[config.mk]
export PLATFORM = sky130hd
export DESIGN_NAME = cam_tag_alloc_controller
export DESIGN_NICKNAME = d
export VERILOG_FILES = /design/src/rtl/cam_tag_alloc_controller.sv
export SDC_FILE = /design/constraint.sdc
export NUM_CORES = 1
export LEC_CHECK = 0
export BUFFER_PORTS_ARGS = -buffer_cell sky130_fd_sc_hd__buf_2
export CAP_MARGIN = 20
export CORE_MARGIN = 2
export CORE_UTILIZATION = 51
export DETAILED_ROUTE_END_ITERATION = 6
export GPL_TIMING_DRIVEN = 0
export HOLD_SLACK_MARGIN = 0.1
export PLACE_DENSITY = 0.84
export SLEW_MARGIN = 20
export SYNTH_ARGS = -nofsm -noshare
export SYNTH_HDL_FRONTEND = slang
export SYNTH_SLANG_ARGS = --single-unit
[constraint.sdc]
create_clock -name clk_in -period 3.3 [get_ports clk_in]
set_input_delay 0.495 -clock clk_in [delete_from_list [all_inputs] [get_ports clk_in]]
set_output_delay 0.495 -clock clk_in [all_outputs]
set_load 0.02 [all_outputs]
[src/rtl/cam_tag_alloc_controller.sv]
// -----------------------------------------------------------------------------
// cam_tag_alloc_controller
//
// Purpose:
//   Lookup-or-insert controller for the write and CAM ports of a tri-port
//   register file. A client hands in a tag over a valid/ready handshake. The
//   controller issues one CAM search. On a hit it returns the matching entry.
//   On a miss it allocates an entry and writes the tag into it. Allocation
//   takes the lowest free entry first. Once every entry is valid it evicts
//   round-robin. At most one request is in flight at a time.
//
// Parameters:
//   SINGLE_ENTRY_WIDTH_IN_BITS : tag width; must match the attached regfile
//   NUM_ENTRY                  : number of regfile entries (>= 2); width of
//                                every one-hot vector
//
// Ports:
//   clk_in                       in   clock, rising edge
//   reset_in                     in   synchronous active-low reset
//   flush_in                     in   (CAM_TAG_ALLOC_FLUSH_EN only) clears the
//                                     valid bitmap and round-robin pointer
//                                     while the controller is IDLE
//   request_valid_in             in   request valid
//   request_tag_in               in   tag to look up or insert
//   request_ready_out            out  controller idle, can accept a request
//   response_valid_out           out  response valid
//   response_hit_out             out  1 = tag was present, 0 = newly inserted
//   response_index_decoded_out   out  one-hot entry holding the tag
//   response_ready_in            in   client accepts the response
//   write_en_out                 out  regfile write enable
//   write_entry_addr_decoded_out out  regfile one-hot write address
//   write_entry_out              out  regfile write data
//   cam_en_out                   out  regfile CAM enable
//   cam_entry_out                out  regfile CAM search key
//   cam_result_decoded_in        in   regfile match vector, valid the cycle
//                                     after cam_en_out
//
// Optional feature macro: CAM_TAG_ALLOC_FLUSH_EN
// -----------------------------------------------------------------------------
module cam_tag_alloc_controller #(
    parameter int SINGLE_ENTRY_WIDTH_IN_BITS = 8,
    parameter int NUM_ENTRY                  = 4
) (
    input  logic                                  clk_in,
    input  logic                                  reset_in,
`ifdef CAM_TAG_ALLOC_FLUSH_EN
    input  logic                                  flush_in,
`endif
    input  logic                                  request_valid_in,
    input  logic [SINGLE_ENTRY_WIDTH_IN_BITS-1:0] request_tag_in,
    output logic                                  request_ready_out,
    output logic                                  response_valid_out,
    output logic                                  response_hit_out,
    output logic [NUM_ENTRY-1:0]                  response_index_decoded_out,
    input  logic                                  response_ready_in,
    output logic                                  write_en_out,
    output logic [NUM_ENTRY-1:0]                  write_entry_addr_decoded_out,
    output logic [SINGLE_ENTRY_WIDTH_IN_BITS-1:0] write_entry_out,
    output logic                                  cam_en_out,
    output logic [SINGLE_ENTRY_WIDTH_IN_BITS-1:0] cam_entry_out,
    input  logic [NUM_ENTRY-1:0]                  cam_result_decoded_in
);

    localparam int W     = SINGLE_ENTRY_WIDTH_IN_BITS;
    localparam int N     = NUM_ENTRY;
    localparam int PTR_W = (N > 1) ? $clog2(N) : 1;

    typedef enum logic [2:0] {
        ST_IDLE   = 3'd0,
        ST_LOOKUP = 3'd1,
        ST_WAIT   = 3'd2,
        ST_WRITE  = 3'd3,
        ST_RESP   = 3'd4
    } state_t;

    // -------------------------------------------------------------------------
    // State
    // -------------------------------------------------------------------------
    state_t           state_q,  state_d;
    logic [W-1:0]     tag_q,    tag_d;
    logic [N-1:0]     valid_q,  valid_d;
    logic [PTR_W-1:0] rr_ptr_q, rr_ptr_d;
    logic             hit_q,    hit_d;
    logic [N-1:0]     index_q,  index_d;

    // -------------------------------------------------------------------------
    // Match / victim selection
    // -------------------------------------------------------------------------
    logic [N-1:0] match_vec;
    logic [N-1:0] match_onehot;
    logic [N-1:0] free_vec;
    logic [N-1:0] free_onehot;
    logic [N-1:0] rr_onehot;
    logic [N-1:0] victim_onehot;
    logic         any_match;
    logic         any_free;
    logic         flush_req;

    // The regfile powers up with every entry at zero. Without this mask a
    // search for tag 0 would hit entries that were never written.
    assign match_vec = cam_result_decoded_in & valid_q;
    assign any_match = |match_vec;

    // x & -x keeps only the lowest set bit. That gives "lowest index wins"
    // among multiple matches, and "lowest free entry first" on allocation.
    assign match_onehot = match_vec & (~match_vec + N'(1));

    assign free_vec    = ~valid_q;
    assign any_free    = |free_vec;
    assign free_onehot = free_vec & (~free_vec + N'(1));

    generate
        for (genvar gi = 0; gi < N; gi++) begin : g_rr_decode
            assign rr_onehot[gi] = (rr_ptr_q == PTR_W'(gi));
        end
    endgenerate

    assign victim_onehot = any_free ? free_onehot : rr_onehot;

`ifdef CAM_TAG_ALLOC_FLUSH_EN
    assign flush_req = flush_in;
`else
    assign flush_req = 1'b0;
`endif

    // -------------------------------------------------------------------------
    // Next-state and output logic
    // -------------------------------------------------------------------------
    always_comb begin
        state_d  = state_q;
        tag_d    = tag_q;
        valid_d  = valid_q;
        rr_ptr_d = rr_ptr_q;
        hit_d    = hit_q;
        index_d  = index_q;

        request_ready_out            = 1'b0;
        response_valid_out           = 1'b0;
        response_hit_out             = 1'b0;
        response_index_decoded_out   = '0;
        write_en_out                 = 1'b0;
        write_entry_addr_decoded_out = '0;
        write_entry_out              = '0;
        cam_en_out                   = 1'b0;
        cam_entry_out                = '0;

        case (state_q)
            ST_IDLE: begin
                request_ready_out = 1'b1;
                // A flush wins over a request arriving on the same edge. The
                // client keeps its request up and it is taken next cycle.
                if (flush_req) begin
                    valid_d  = '0;
                    rr_ptr_d = '0;
                end else if (request_valid_in) begin
                    tag_d   = request_tag_in;
                    state_d = ST_LOOKUP;
                end
            end

            ST_LOOKUP: begin
                cam_en_out    = 1'b1;
                cam_entry_out = tag_q;
                state_d       = ST_WAIT;
            end

            ST_WAIT: begin
                // The regfile search result arrives in this cycle.
                if (any_match) begin
                    hit_d   = 1'b1;
                    index_d = match_onehot;
                    state_d = ST_RESP;
                end else begin
                    state_d = ST_WRITE;
                end
            end

            ST_WRITE: begin
                write_en_out                 = 1'b1;
                write_entry_out              = tag_q;
                write_entry_addr_decoded_out = victim_onehot;
                valid_d                      = valid_q | victim_onehot;
                hit_d                        = 1'b0;
                index_d                      = victim_onehot;
                // The pointer moves only when a valid entry is overwritten.
                // While the table is filling, it stays where it is.
                if (!any_free) begin
                    if (rr_ptr_q == PTR_W'(N - 1)) begin
                        rr_ptr_d = '0;
                    end else begin
                        rr_ptr_d = rr_ptr_q + PTR_W'(1);
                    end
                end
                state_d = ST_RESP;
            end

            ST_RESP: begin
                response_valid_out         = 1'b1;
                response_hit_out           = hit_q;
                response_index_decoded_out = index_q;
                if (response_ready_in) begin
                    state_d = ST_IDLE;
                end
            end

            default: begin
                state_d = ST_IDLE;
            end
        endcase
    end

    // -------------------------------------------------------------------------
    // State register
    // -------------------------------------------------------------------------
    always_ff @(posedge clk_in) begin
        if (!reset_in) begin
            state_q  <= ST_IDLE;
            tag_q    <= '0;
            valid_q  <= '0;
            rr_ptr_q <= '0;
            hit_q    <= 1'b0;
            index_q  <= '0;
        end else begin
            state_q  <= state_d;
            tag_q    <= tag_d;
            valid_q  <= valid_d;
            rr_ptr_q <= rr_ptr_d;
            hit_q    <= hit_d;
            index_q  <= index_d;
        end
    end

endmodule

# Word level (Yosys, flattened, before mapping)
# Index checks and enable logic that the tools add are counted.
# word_totals
regBits	22
latchBits	0
ramBits	0
rom_bits	0
in_bits	16
elab_cells	55
mem_count	0
# classes
add_sub_neg	3
multipliers	0
n_div	0
n_lt_le_gt_ge	0
eq_ne	10
shift	0
n_mux	19
bitwise	8
reduce_logical	9
# op_table
operator	count
$mux W4	4
$mux W8	2
$pmux W3 S5	1
$and A4 B4 Y4	3
$not A4 Y4	3
$mux W3	3
$add A4 B1 Y4 const B	2
$pmux W4 S2	1
$reduce_and A2 Y1	4
$reduce_or A4 Y1	2
$eq A3 B2 Y1 const B	2
$mux W1	6
$ne A2 B2 Y1 const B	3
$eq A2 B2 Y1 const B	2
$or A4 B4 Y4	1
$eq A3 B1 Y1 const B	1
$eq A3 B3 Y1 const B	1
$logic_not A3 Y1	1
$add A2 B1 Y2 const B	1
$eq A2 B1 Y1 const B	1
$logic_not A2 Y1	1
$mux W2	1
$pmux W1 S2	1
$reduce_bool A2 Y1	1
$not A1 Y1	1

# Depth between registers and ports, before layout
# Gate-level depths: netlist of the first run.
# logic_depth
depth_word	6
ltp_mapped	7
ltp_nobuf	6

# Least setup slack after synthesis of the first run
# Ideal clock, no wire load.
# synth_timing
kind	reg-to-output
from	register state_q[0]
to	output port cam_entry_out[0]
arrival_time_ns	1.619
t_required_ns	2.805
setup_slack_ns	1.186
stages_incl_launch_ff	5
path_cell_list	dfxtp_1 > buf_2 > inv_1 > nor3_1 > and2_1
# synth_via
elab_chain_len	2
# synth_rtl
element	line	source
start: declaration	79	state_t state_q, state_d;
start signal: assignment	224	state_q <= state_d;
$eq A3 B1 Y1	147	case (state_q)
$mux W8	147	
end: declaration	60	output logic [SINGLE_ENTRY_WIDTH_IN_BITS-1:0] cam_entry_out,
# No other way between the ends.

# Worst setup path after layout of the first run
# layout_timing
from	register state_q[0]
to	output port cam_entry_out[2]
# Same word-level chain as after synthesis.

==> results of run 1 <==
==> per-layer routing <==
layer,global-route usage [%],wire (microns),share of wire [%],up-vias
met1,22.4,1120,40,539
met3,3.74,128,4.6,5
met4,13.2,46,1.6,0
met5,0,0,0,-
li1,-,-,-,583
met2,44.1,1500,54,33
==> cell families (layout without fill, tap and decap cells) <==
family / count (synthesis) / count (layout)
buffers and inverters: 15 / 62
AND/OR/NAND/NOR: 69 / 69
AO/OA/AOI/OAI: 32 / 32
multiplexers: 3 / 3
adder cells (fa/ha/maj): 4 / 4
flip-flops: 22 / 22
==> stage by stage <==
step                      hold slack (ns)  instance area, sq um  instances  worst slack [ns]  util [%]
after floorplan                     0.446                  1180        145              1.19         -
after global placement              0.455                  1430        217              1.28      65.3
after detailed placement            0.475                  1430        217              1.21      65.3
after CTS                           0.415                  1450        220             0.856      66.4
after global routing                0.429                  1450        220             0.677      66.4
final                               0.426                  1450        220             0.878      66.4
==> worst paths after layout <==
path / from / to / depth (start not counted)
worst max-delay path: state_q[0] / cam_entry_out[2] / 5
worst min register to register: tag_q[3] / tag_q[3] / 2
worst max register to register: valid_q[2] / index_q[3] / 4
worst min-delay path: request_tag_in[4] / tag_q[4] / 3
==> critical path, stage by stage (launching register included) <==
cell	delay, ns
sky130_fd_sc_hd__dfxtp_1	0.32
sky130_fd_sc_hd__buf_2	0.18
sky130_fd_sc_hd__inv_1	0.10
sky130_fd_sc_hd__nor3_1	0.64
sky130_fd_sc_hd__and2_1	0.22
sky130_fd_sc_hd__buf_2	0.16
==> state kept, by name, summed over array words and instances (netlist names) <==
signal,cells
hit_q,1
index_q,4
rr_ptr_q,2
state_q,3
tag_q,8
valid_q,4
==> where the power goes <==
| group | internal, mW | total, mW | switching, mW | leakage, nW |
|---|---|---|---|---|
| clock | 0.0427 | 0.119 | 0.0759 | 0.0138 |
| sequential | 0.280 | 0.287 | 0.00732 | 0.179 |
| combinational | 0.0385 | 0.101 | 0.0624 | 0.512 |
==> layout make-up <==
cell class,count,share of cell area [%]
timing repair buffer,44,15.1
multi-input combinational,108,45.9
tap,28,2.41
inverter,6,1.55
sequential,22,30.3
buffer,9,3.18
clock buffer,3,1.55
==> placed cells by master (no fill, tap or decap), drive strengths merged <==
cell / count
a211oi: 3
a21boi: 9
a21oi: 5
a221oi: 2
a222oi: 1
a22o: 1
a31oi: 2
and2: 22
buf: 49
clkbuf: 7
dfxtp: 22
ha: 4
inv: 6
mux2: 1
mux2i: 2
nand2: 29
nand2b: 3
nand3: 4
nand4: 1
nand4b: 1
nor2: 4
nor2b: 2
nor3: 2
nor3b: 1
o2111a: 1
o211a: 1
o21a: 4
o21ai: 1
o221a: 1
o31ai: 1
==> results.ini, run 1 <==
[synthesis]
dominant_combinational_cell_family_by_area_after_synthesis=simple AND/OR/NAND/NOR gates
synthTopCellsByArea=sky130_fd_sc_hd__dfxtp_1 (37%), sky130_fd_sc_hd__and2_1 (12%), sky130_fd_sc_hd__nand2_1 (9.3%), sky130_fd_sc_hd__a21boi_0 (5.7%), sky130_fd_sc_hd__ha_1 (4.3%)
synth_enable_flop_cells=0
postSynthRegisterBits=22
seq_total_area_yosys_pct=37.4
compound_gate_fraction_of_synth_area_pct=20.4
ys.flop_type=sky130_fd_sc_hd__dfxtp_1
synth-adder-area-share_pct=4.26
synth.yosys.warnings=0
synth.area.mux_share_pct=2.66
synth_largest_area_cell=sky130_fd_sc_hd__dfxtp_1
postSynthCellCount=145
synth_nets=165
synth-simple-area-share_pct=29.4
synthDistinctLibCells=31
synth.top_cell.area_share_pct=37.4
synthTopCellsByCount=sky130_fd_sc_hd__nand2_1 (29), sky130_fd_sc_hd__and2_1 (22), sky130_fd_sc_hd__dfxtp_1 (22)
postSynthAreaPerCell_sq_um=8.11
post-synth-top-count-cell=sky130_fd_sc_hd__nand2_1
synth_area_sq_um=1180
post_synth_xor_area_fraction_pct=0
postSynth.asyncResetShare_pct=0

[setup_path]
worstSetupPathType=reg -> out
crit_fanout=9
r2r_slack_ns=1.59
crit_required_ns=2.80
worst_setup_path_start_kind=register
cp-end-kind=output port
crit_arrival_ns=1.93

[placed_design]
gpl.final_weighted_congestion=0.837
numPortBuffers=44
dpl.hpwl_microns=2150

[final_layout]
drive_gt1_share_pct=28.1
multi_input_area_sq_um=667
regArea_sq_um=440
fillCellCount=197
diodes=0
final_net_count=214
areaGrowthSynthToFinish_pct=23.6

[detailed_routing]
detailedRoute.firstIterationViolations=26
route.antenna.remaining_nets=0
wire_per_inst_microns=12.7
routed_wl_microns=2790
num_vias=1160
route.detailed.drc=0
route.detailed.vias_per_inst=5.27
detailedRoute.firstPassIterationCount=6

[sta]
worst-slew-pin-transition_ns=0.744
finalCritPeriodShare_pct=73.4
worst_slew_margin_rel_pct=50.0
finalSetupViolations=0
max_freq_ghz=0.413
slew_viol_final=0
grt_setup_unrepaired=no
fin_crit_ns=2.42
timing_hold_violations_final=0
finalClockSkew_ns=0.000637
fin_setup_tns_ns=0

[global_routing]
grt_start_max_net_pins=12
grt_pass1_wl_microns=4600
gr-usage-all-layers_pct=22.9
grt_antenna_before_repair=0
first_global_vias=1153
global_route.overflow_total=0

[clock_tree]
clock_path_buffers=2
cts-hold-fix-buffers=0
cts_inserted_buffers=3
worst_setup_hold_path_clk_slew_ns=0.11
h_tree_depth_reported_by_cts=1
clk-insertion-delay-late_ns=0.30
cts_sink_cnt=22
postCtsResizedCells=0
setup_repair_bufs_after_cts=0
clk_root_buffer_cell=sky130_fd_sc_hd__clkbuf_4
tritoncts=done

[floorplanning]
floorplan.die.height_microns=52.0
start_util_pct=53.7
pin_count=45
core_area_sq_um=2190
core.rowCount=17
die_width_microns=52.0
fp.dieArea_sq_um=2710

[power]
post-layout-total-power_uw=507
static-leakage-power_nw=0.705
power_per_cell_area_nw_per_um2=349
vdd.ir_drop.worst_v=0.000262

[job]
timing.max_cap.violations=0

[outcome]
run_status=complete, no violations

[min_path]
hp-class=in -> reg

(Power assumes the default switching activity.)
==> run 2, diff against run 1 <==
- ABC_AREA: default -> 1
- CORE_UTILIZATION: 51 -> 43
- PLACE_DENSITY: 0.84 -> 0.75
- clock period: 3.3 -> 2.01 ns (I/O delays scaled with it)
==> run 2 against run 1 <==
  * First-iteration DRC count grew 15%
  * Core utilization shrank 11 points
  * Critical endpoint is now write_entry_addr_decoded_out[0]
  * Via count grew 3.4%
  * Total power is 110% higher
  * Register-to-register slack worse by 0.83 ns
  * Largest cell class unchanged
  * Sequential power rose by 82%
  * Final cell count grew 19%
  * Count of clock-buffer cells in the layout unchanged
  * Clock skew increased by 0.0081 ns
  * Hold slack got worse by 0.17 ns
  * Non-clock buffer count is 5 lower
==> results.ini, run 2 <==
[outcome]
run_status=complete, no violations

[clock_tree]
cts_inserted_buffers=3  ; unchanged
h_tree_depth_reported_by_cts=1  ; unchanged
setup_repair_bufs_after_cts=0  ; unchanged
clock_path_buffers=2  ; unchanged
tritoncts=done
cts-hold-fix-buffers=0  ; unchanged
cts_sink_cnt=22  ; unchanged
clk_root_buffer_cell=sky130_fd_sc_hd__clkbuf_4
postCtsResizedCells=0  ; unchanged
clk-insertion-delay-late_ns=0.30  ; about the same
worst_setup_hold_path_clk_slew_ns=0.12  ; about the same

[final_layout]
final-instance-count-excl-fill=261  ; +19%
drive_gt1_share_pct=27.8  ; -0.30 points
areaGrowthSynthToFinish_pct=23.2
fin_area_sq_um=1500  ; +2.8%
final_cell_mix=sky130_fd_sc_hd__buf_2 (46), sky130_fd_sc_hd__nor2_1 (37), sky130_fd_sc_hd__nand2_1 (33), sky130_fd_sc_hd__inv_1 (29), sky130_fd_sc_hd__dfxtp_1 (22)
most_common_cell_after_layout_fill_and_taps_aside=sky130_fd_sc_hd__buf_2
fillCellCount=289  ; +47%
final_net_count=252  ; +18%
largest_register=tag_q
diodes=0  ; unchanged
largestRegisters=tag_q: 8 flops, index_q: 4 flops, valid_q: 4 flops
largest_register_ff_count=8  ; unchanged

[detailed_routing]
wire_per_inst_microns=9.75  ; -23%
route.antenna.remaining_nets=0  ; unchanged
routed_wl_microns=2550  ; -8.8%
route.detailed.drc=0  ; unchanged
detailedRoute.firstPassIterationCount=4  ; -2
num_vias=1199  ; +3.4%
detailedRoute.firstIterationViolations=30  ; +15%
route.detailed.vias_per_inst=4.59  ; -13%

[sta]
finalClockSkew_ns=0.00874  ; +0.00810 ns
slew_viol_final=0  ; unchanged
worst_slew_margin_rel_pct=82.4  ; +32 points
finalSetupViolations=0  ; unchanged
worst-slew-pin-transition_ns=0.264  ; -0.480 ns
finalCritPeriodShare_pct=89.2
fin_crit_ns=1.79
max_freq_ghz=0.558
timing_hold_violations_final=0  ; unchanged
grt_setup_unrepaired=no
fin_setup_tns_ns=0  ; unchanged

[synthesis]
synthTopCellsByCount=sky130_fd_sc_hd__nor2_1 (37), sky130_fd_sc_hd__nand2_1 (33), sky130_fd_sc_hd__inv_1 (29)
synthTopCellsByArea=sky130_fd_sc_hd__dfxtp_1 (36%), sky130_fd_sc_hd__nor2_1 (11%), sky130_fd_sc_hd__nand2_1 (10%), sky130_fd_sc_hd__inv_1 (9.0%), sky130_fd_sc_hd__a21oi_1 (7.0%)
postSynth.asyncResetShare_pct=0  ; unchanged
ys.flop_type=sky130_fd_sc_hd__dfxtp_1
postSynthCellCount=183  ; +26%
seq_total_area_yosys_pct=36.3  ; -1.2 points
synth.yosys.warnings=0  ; unchanged
synth_area_sq_um=1210  ; +3.2%
synth_enable_flop_cells=0  ; unchanged
postSynthRegisterBits=22  ; unchanged
synthDistinctLibCells=21  ; -32%
post-synth-top-count-cell=sky130_fd_sc_hd__nor2_1
postSynthAreaPerCell_sq_um=6.63  ; -18%
synth_nets=203  ; +23%
synth_largest_area_cell=sky130_fd_sc_hd__dfxtp_1
synth.top_cell.area_share_pct=36.3  ; -1.2 points

[setup_path]
crit_path_top_delay_cell=sky130_fd_sc_hd__dfxtp_1
cp-end-kind=output port
worstSetupPathType=reg -> out
crit_fanout=10  ; +1
timing.reg2reg.worst_path_depth=8  ; +4
critical_path.cell_chain=nand2_2 -> nor2_4 -> buf_8 -> nand3_1 -> nand2_1 -> buf_2
timing.critical_path.slowest_cell_delay_ns=0.46  ; -0.18 ns
worst_setup_path_start_kind=register
crit_family=flip-flops
crit_arrival_ns=1.49  ; -0.44 ns
r2r_slack_ns=0.76  ; -0.83 ns
cp_num_buf_inv=2  ; -1
crit-reg2reg-launch=rr_ptr_q[0]
crit_required_ns=1.71  ; -1.09 ns
regToRegEndpoint=index_q[2]

[global_routing]
first_global_vias=988  ; -14%
gr-usage-all-layers_pct=16.1  ; -6.8 points
global_route.overflow_total=0  ; unchanged
grt_pass1_wl_microns=4150  ; -9.6%
grt_antenna_before_repair=0  ; unchanged
grt_start_max_net_pins=12  ; unchanged

[placed_design]
dpl.hpwl_microns=2020  ; -6.0%
dpl-instance-area_sq_um=1470  ; +2.9%
numPlacedInstances=258  ; +19%
gpl.final_weighted_congestion=0.776  ; -7.3%
numPortBuffers=44  ; unchanged

[power]
power_per_cell_area_nw_per_um2=729  ; +110%
static-leakage-power_nw=0.838  ; +19%
vdd.ir_drop.worst_v=0.000632  ; +140%

[floorplanning]
core.rowCount=19  ; +2
start_util_pct=44.8  ; -8.9 points
fp.dieArea_sq_um=3260  ; +21%
die_width_microns=57.1  ; +9.8%
pin_count=45  ; unchanged
core_area_sq_um=2710  ; +24%
floorplan.die.height_microns=57.1  ; +9.8%

[job]
timing.max_cap.violations=0  ; unchanged

[min_path]
hp-class=in -> reg
worstHoldPathCells=3  ; unchanged
holdCritStartpoint=request_tag_in[1]
min_delay_worst_endpoint=tag_q[1]

## run 2: power by group
part	internal, mW	total, mW	switching [mW]
Clock	0.0699	0.194	0.124
Combinational	0.125	0.373	0.247
Sequential	0.492	0.522	0.0308
Total	0.687	1.09	0.403
## run 2: per-stage QoR
step	setup WS (ns)	power, mW	util (%)	hold WS, ns
2_1_floorplan	0.481	0.805	-	0.440
3_3_place_gp	0.549	0.904	54.3	0.455
3_5_place_dp	0.549	0.908	54.3	0.458
4_1_cts	0.196	1.10	55.2	0.250
5_1_grt	0.0862	1.17	55.2	0.246
6_report	0.218	1.09	55.2	0.251
## run 2: cell type report
type                       instances  area [sq um]  share of cell area [%]
buffer                             4          36.3                    2.43
tap                               31          38.8                    2.59
sequential                        22           440                    29.5
clock buffer                       3          22.5                    1.51
inverter                          33           124                    8.28
timing repair buffer              44           220                    14.7
multi-input combinational        124           613                    41.0
## run 2: how the worst max path moves through the flow
stage	to	from	cells after the start
2_1_floorplan	cam_entry_out[0]	state_q[0]	4
3_3_place_gp	write_entry_addr_decoded_out[0]	state_q[1]	6
3_5_place_dp	write_entry_addr_decoded_out[0]	state_q[1]	6
4_1_cts	write_entry_addr_decoded_out[0]	state_q[1]	6
5_1_grt	write_entry_addr_decoded_out[0]	state_q[1]	6
6_report	write_entry_addr_decoded_out[0]	state_q[1]	6
## run 2: layer usage
| metal | track usage (%) | vias up | wire, microns |
|---|---|---|---|
| li1 | - | 662 | - |
| met1 | 21.4 | 513 | 1260 |
| met2 | 25.6 | 22 | 1170 |
| met3 | 4.76 | 2 | 93 |
| met4 | 3.99 | 0 | 21 |
| met5 | 0 | - | 0 |
## run 2: logic make-up (layout without fill, tap and decap cells)
kind of cell,after synthesis,after routing,share of synthesized area [%]
and+or+nand+nor,91,91,34.1
buffers and inverters,37,84,13.2
AOI/OAI and AO/OA,29,29,12.3
DFF,22,22,36.3
adders and majority gates,4,4,4.12
## run 2: worst reg2reg max path, cell delays in order, from the launching register on
cell	delay, ns
sky130_fd_sc_hd__dfxtp_1	0.39
sky130_fd_sc_hd__inv_1	0.09
sky130_fd_sc_hd__ha_1	0.20
sky130_fd_sc_hd__nand2_1	0.06
sky130_fd_sc_hd__nand2_1	0.05
sky130_fd_sc_hd__nand3_1	0.13
sky130_fd_sc_hd__o21ai_1	0.08
sky130_fd_sc_hd__nor2_1	0.12
sky130_fd_sc_hd__nor2_1	0.05
==> run 3, diff against run 2 <==
- PLACE_DENSITY: 0.75 -> default
- PLACE_DENSITY_LB_ADDON: default -> 0.12
==> run 3 against run 2 <==
  * Design area up 2.0%
  * Clock power is 75% higher
  * First-iteration DRC count stayed put
  * Flip-flop and latch count unchanged
  * Via count increased by 3.3%
  * Wire length is 11% higher
  * Final cell count increased by 0.38%
  * Largest cell class unchanged
==> results.ini, run 3 (synthesized netlist as in run 2, its figures left out) <==
[sta]
finalCritPeriodShare_pct=90.6  ; +1.4 points
timing_hold_violations_final=0  ; unchanged
fin_crit_ns=1.82  ; +0.0286 ns
worst-slew-pin-transition_ns=0.288  ; +0.0242 ns
finalSetupViolations=0  ; unchanged
grt_setup_unrepaired=no
finalClockSkew_ns=0.00405  ; -0.00469 ns
hold_slack_ns=0.251  ; -0.000114 ns
max_freq_ghz=0.549  ; -1.6%
slew_viol_final=0  ; unchanged
worst_slew_margin_rel_pct=80.8  ; -1.6 points
timing.final.ws_setup_ns=0.189  ; -0.0286 ns
fin_setup_tns_ns=0  ; unchanged

[clock_tree]
clk_root_buffer_cell=sky130_fd_sc_hd__clkbuf_4
tritoncts=done
cts_sink_cnt=22  ; unchanged
worst_setup_hold_path_clk_slew_ns=0.13  ; about the same
clock_path_buffers=2  ; unchanged
h_tree_depth_reported_by_cts=1  ; unchanged
setup_repair_bufs_after_cts=0  ; unchanged
cts_inserted_buffers=3  ; unchanged
postCtsResizedCells=0  ; unchanged
clk-insertion-delay-late_ns=0.31  ; about the same
cts-hold-fix-buffers=0  ; unchanged

[detailed_routing]
detailedRoute.firstPassIterationCount=4  ; unchanged
num_vias=1238  ; +3.3%
detailedRoute.firstIterationViolations=30  ; unchanged
routed_wl_microns=2830  ; +11%
route.detailed.drc=0  ; unchanged
wire_per_inst_microns=10.8  ; +11%
route.detailed.vias_per_inst=4.73  ; +2.9%
route.antenna.remaining_nets=0  ; unchanged

[final_layout]
drive_gt1_share_pct=28.1  ; +0.31 points
final_cell_mix=sky130_fd_sc_hd__buf_2 (46), sky130_fd_sc_hd__nor2_1 (37), sky130_fd_sc_hd__nand2_1 (33), sky130_fd_sc_hd__inv_1 (29), sky130_fd_sc_hd__dfxtp_1 (22)
fin_area_sq_um=1530  ; +2.0%
largest_register=tag_q
diodes=0  ; unchanged
most_common_cell_after_layout_fill_and_taps_aside=sky130_fd_sc_hd__buf_2
largest_register_ff_count=8  ; unchanged
fillCellCount=288  ; -0.35%
final_net_count=252  ; unchanged
largestRegisters=tag_q: 8 flops, index_q: 4 flops, valid_q: 4 flops
areaGrowthSynthToFinish_pct=25.7

[power]
power_per_cell_area_nw_per_um2=815  ; +12%
combinationalPowerShare_pct=30.6  ; -3.6 points
power_switching_uw=423  ; +5.2%
post-layout-total-power_mw=1.24  ; +14%
share_clk_of_total_power_pct=27.3  ; +9.5 points
static-leakage-power_nw=0.852  ; +1.7%
power.share.sequential_pct=42.1  ; -5.9 points
cell_internal_pwr_uw=819  ; +19%
vdd.ir_drop.worst_v=0.000551  ; -13%
switching_share_pct=34.1  ; -2.9 points

[placed_design]
numPortBuffers=44  ; unchanged
place_worst_setup_slack_ns=0.539  ; -0.0104 ns
dpl-instance-area_sq_um=1470  ; unchanged
dpl.hpwl_microns=2260  ; +12%
gpl.final_weighted_congestion=0.801  ; +3.3%

[setup_path]
crit_arrival_ns=1.52  ; +0.03 ns
r2r_slack_ns=0.74  ; -0.02 ns
timing.critical_path.slowest_cell_delay_ns=0.45  ; about the same
cp_num_buf_inv=2  ; unchanged
crit_fanout=10  ; unchanged
worst_setup_path_start_kind=register
crit_required_ns=1.71  ; about the same
critical_path.cell_chain=nand2_2 -> nor2_4 -> buf_8 -> nand3_1 -> nand2_1 -> buf_2
cp-end-kind=output port
crit_path_top_delay_cell=sky130_fd_sc_hd__dfxtp_1
crit_family=flip-flops
worstSetupPathType=reg -> out

[job]
timing.max_cap.violations=0  ; unchanged

[floorplanning]
core.rowCount=19  ; unchanged
fp.dieArea_sq_um=3260  ; unchanged
floorplan.die.height_microns=57.1  ; unchanged
pin_count=45  ; unchanged
die_width_microns=57.1  ; unchanged
core_area_sq_um=2710  ; unchanged
start_util_pct=44.8  ; unchanged

[global_routing]
grt_antenna_before_repair=0  ; unchanged
global_route.overflow_total=0  ; unchanged
gr-usage-all-layers_pct=18.6  ; +2.5 points
grt_start_max_net_pins=14  ; +2
first_global_vias=1178  ; +19%
grt_pass1_wl_microns=4800  ; +16%

[outcome]
run_status=complete, no violations

[min_path]
hp-class=in -> reg

==> run 3: cell types whose count changed in the layout (fill, tap and decap cells not counted), sizes merged <==
cell,change
bufinv,+1
==> run 3: tightest hold or removal path: stages <==
cell	delay, ns
sky130_fd_sc_hd__buf_2	0.07
sky130_fd_sc_hd__o21ai_1	0.05
sky130_fd_sc_hd__a21oi_1	0.10
==> run 3: stage by stage <==
stage | instances | util (%)
4_1_cts | 262 | 56.3
3_3_place_gp | 258 | 54.3
6_report | 262 | 56.3
3_5_place_dp | 258 | 54.3
5_1_grt | 262 | 56.3
2_1_floorplan | 183 | -
==> run 3: final timing paths <==
path	start	to	cells past startpoint
worst max register to register	rr_ptr_q[0]	index_q[2]	8
worst min register to register	tag_q[5]	tag_q[5]	2
worst max-delay path	state_q[1]	write_entry_addr_decoded_out[1]	6
worst min-delay path	request_tag_in[1]	tag_q[1]	3
==> run 3: layout make-up <==
class                   count  area [sq um]  area share [%]
plain buffers               4          36.3            2.38
clock buffers               3          22.5            1.48
clock inverters             1          30.0            1.97
inverters                  33           124            8.12
multi-input cells         124           613            40.2
flip-flops and latches     22           440            28.9
well taps                  31          38.8            2.54
repair buffers             44           220            14.4
==> run 3: layer usage <==
metal / wire length [microns] / vias up / GRT usage [%]
met5: 0 / - / 0
met4: 17 / 0 / 5.98
met3: 149 / 2 / 2.27
met2: 1360 / 35 / 33.8
met1: 1310 / 543 / 22.7
li1: - / 658 / -
==> run 3: power groups by stage <==
stage | combinational (mW) | clock [mW] | sequential [mW]
3_3_place_gp | 0.371 | 0 | 0.531
3_5_place_dp | 0.384 | 0 | 0.533
4_1_cts | 0.386 | 0.351 | 0.523
6_report | 0.380 | 0.339 | 0.523
5_1_grt | 0.431 | 0.370 | 0.527
2_1_floorplan | 0.278 | 0 | 0.527
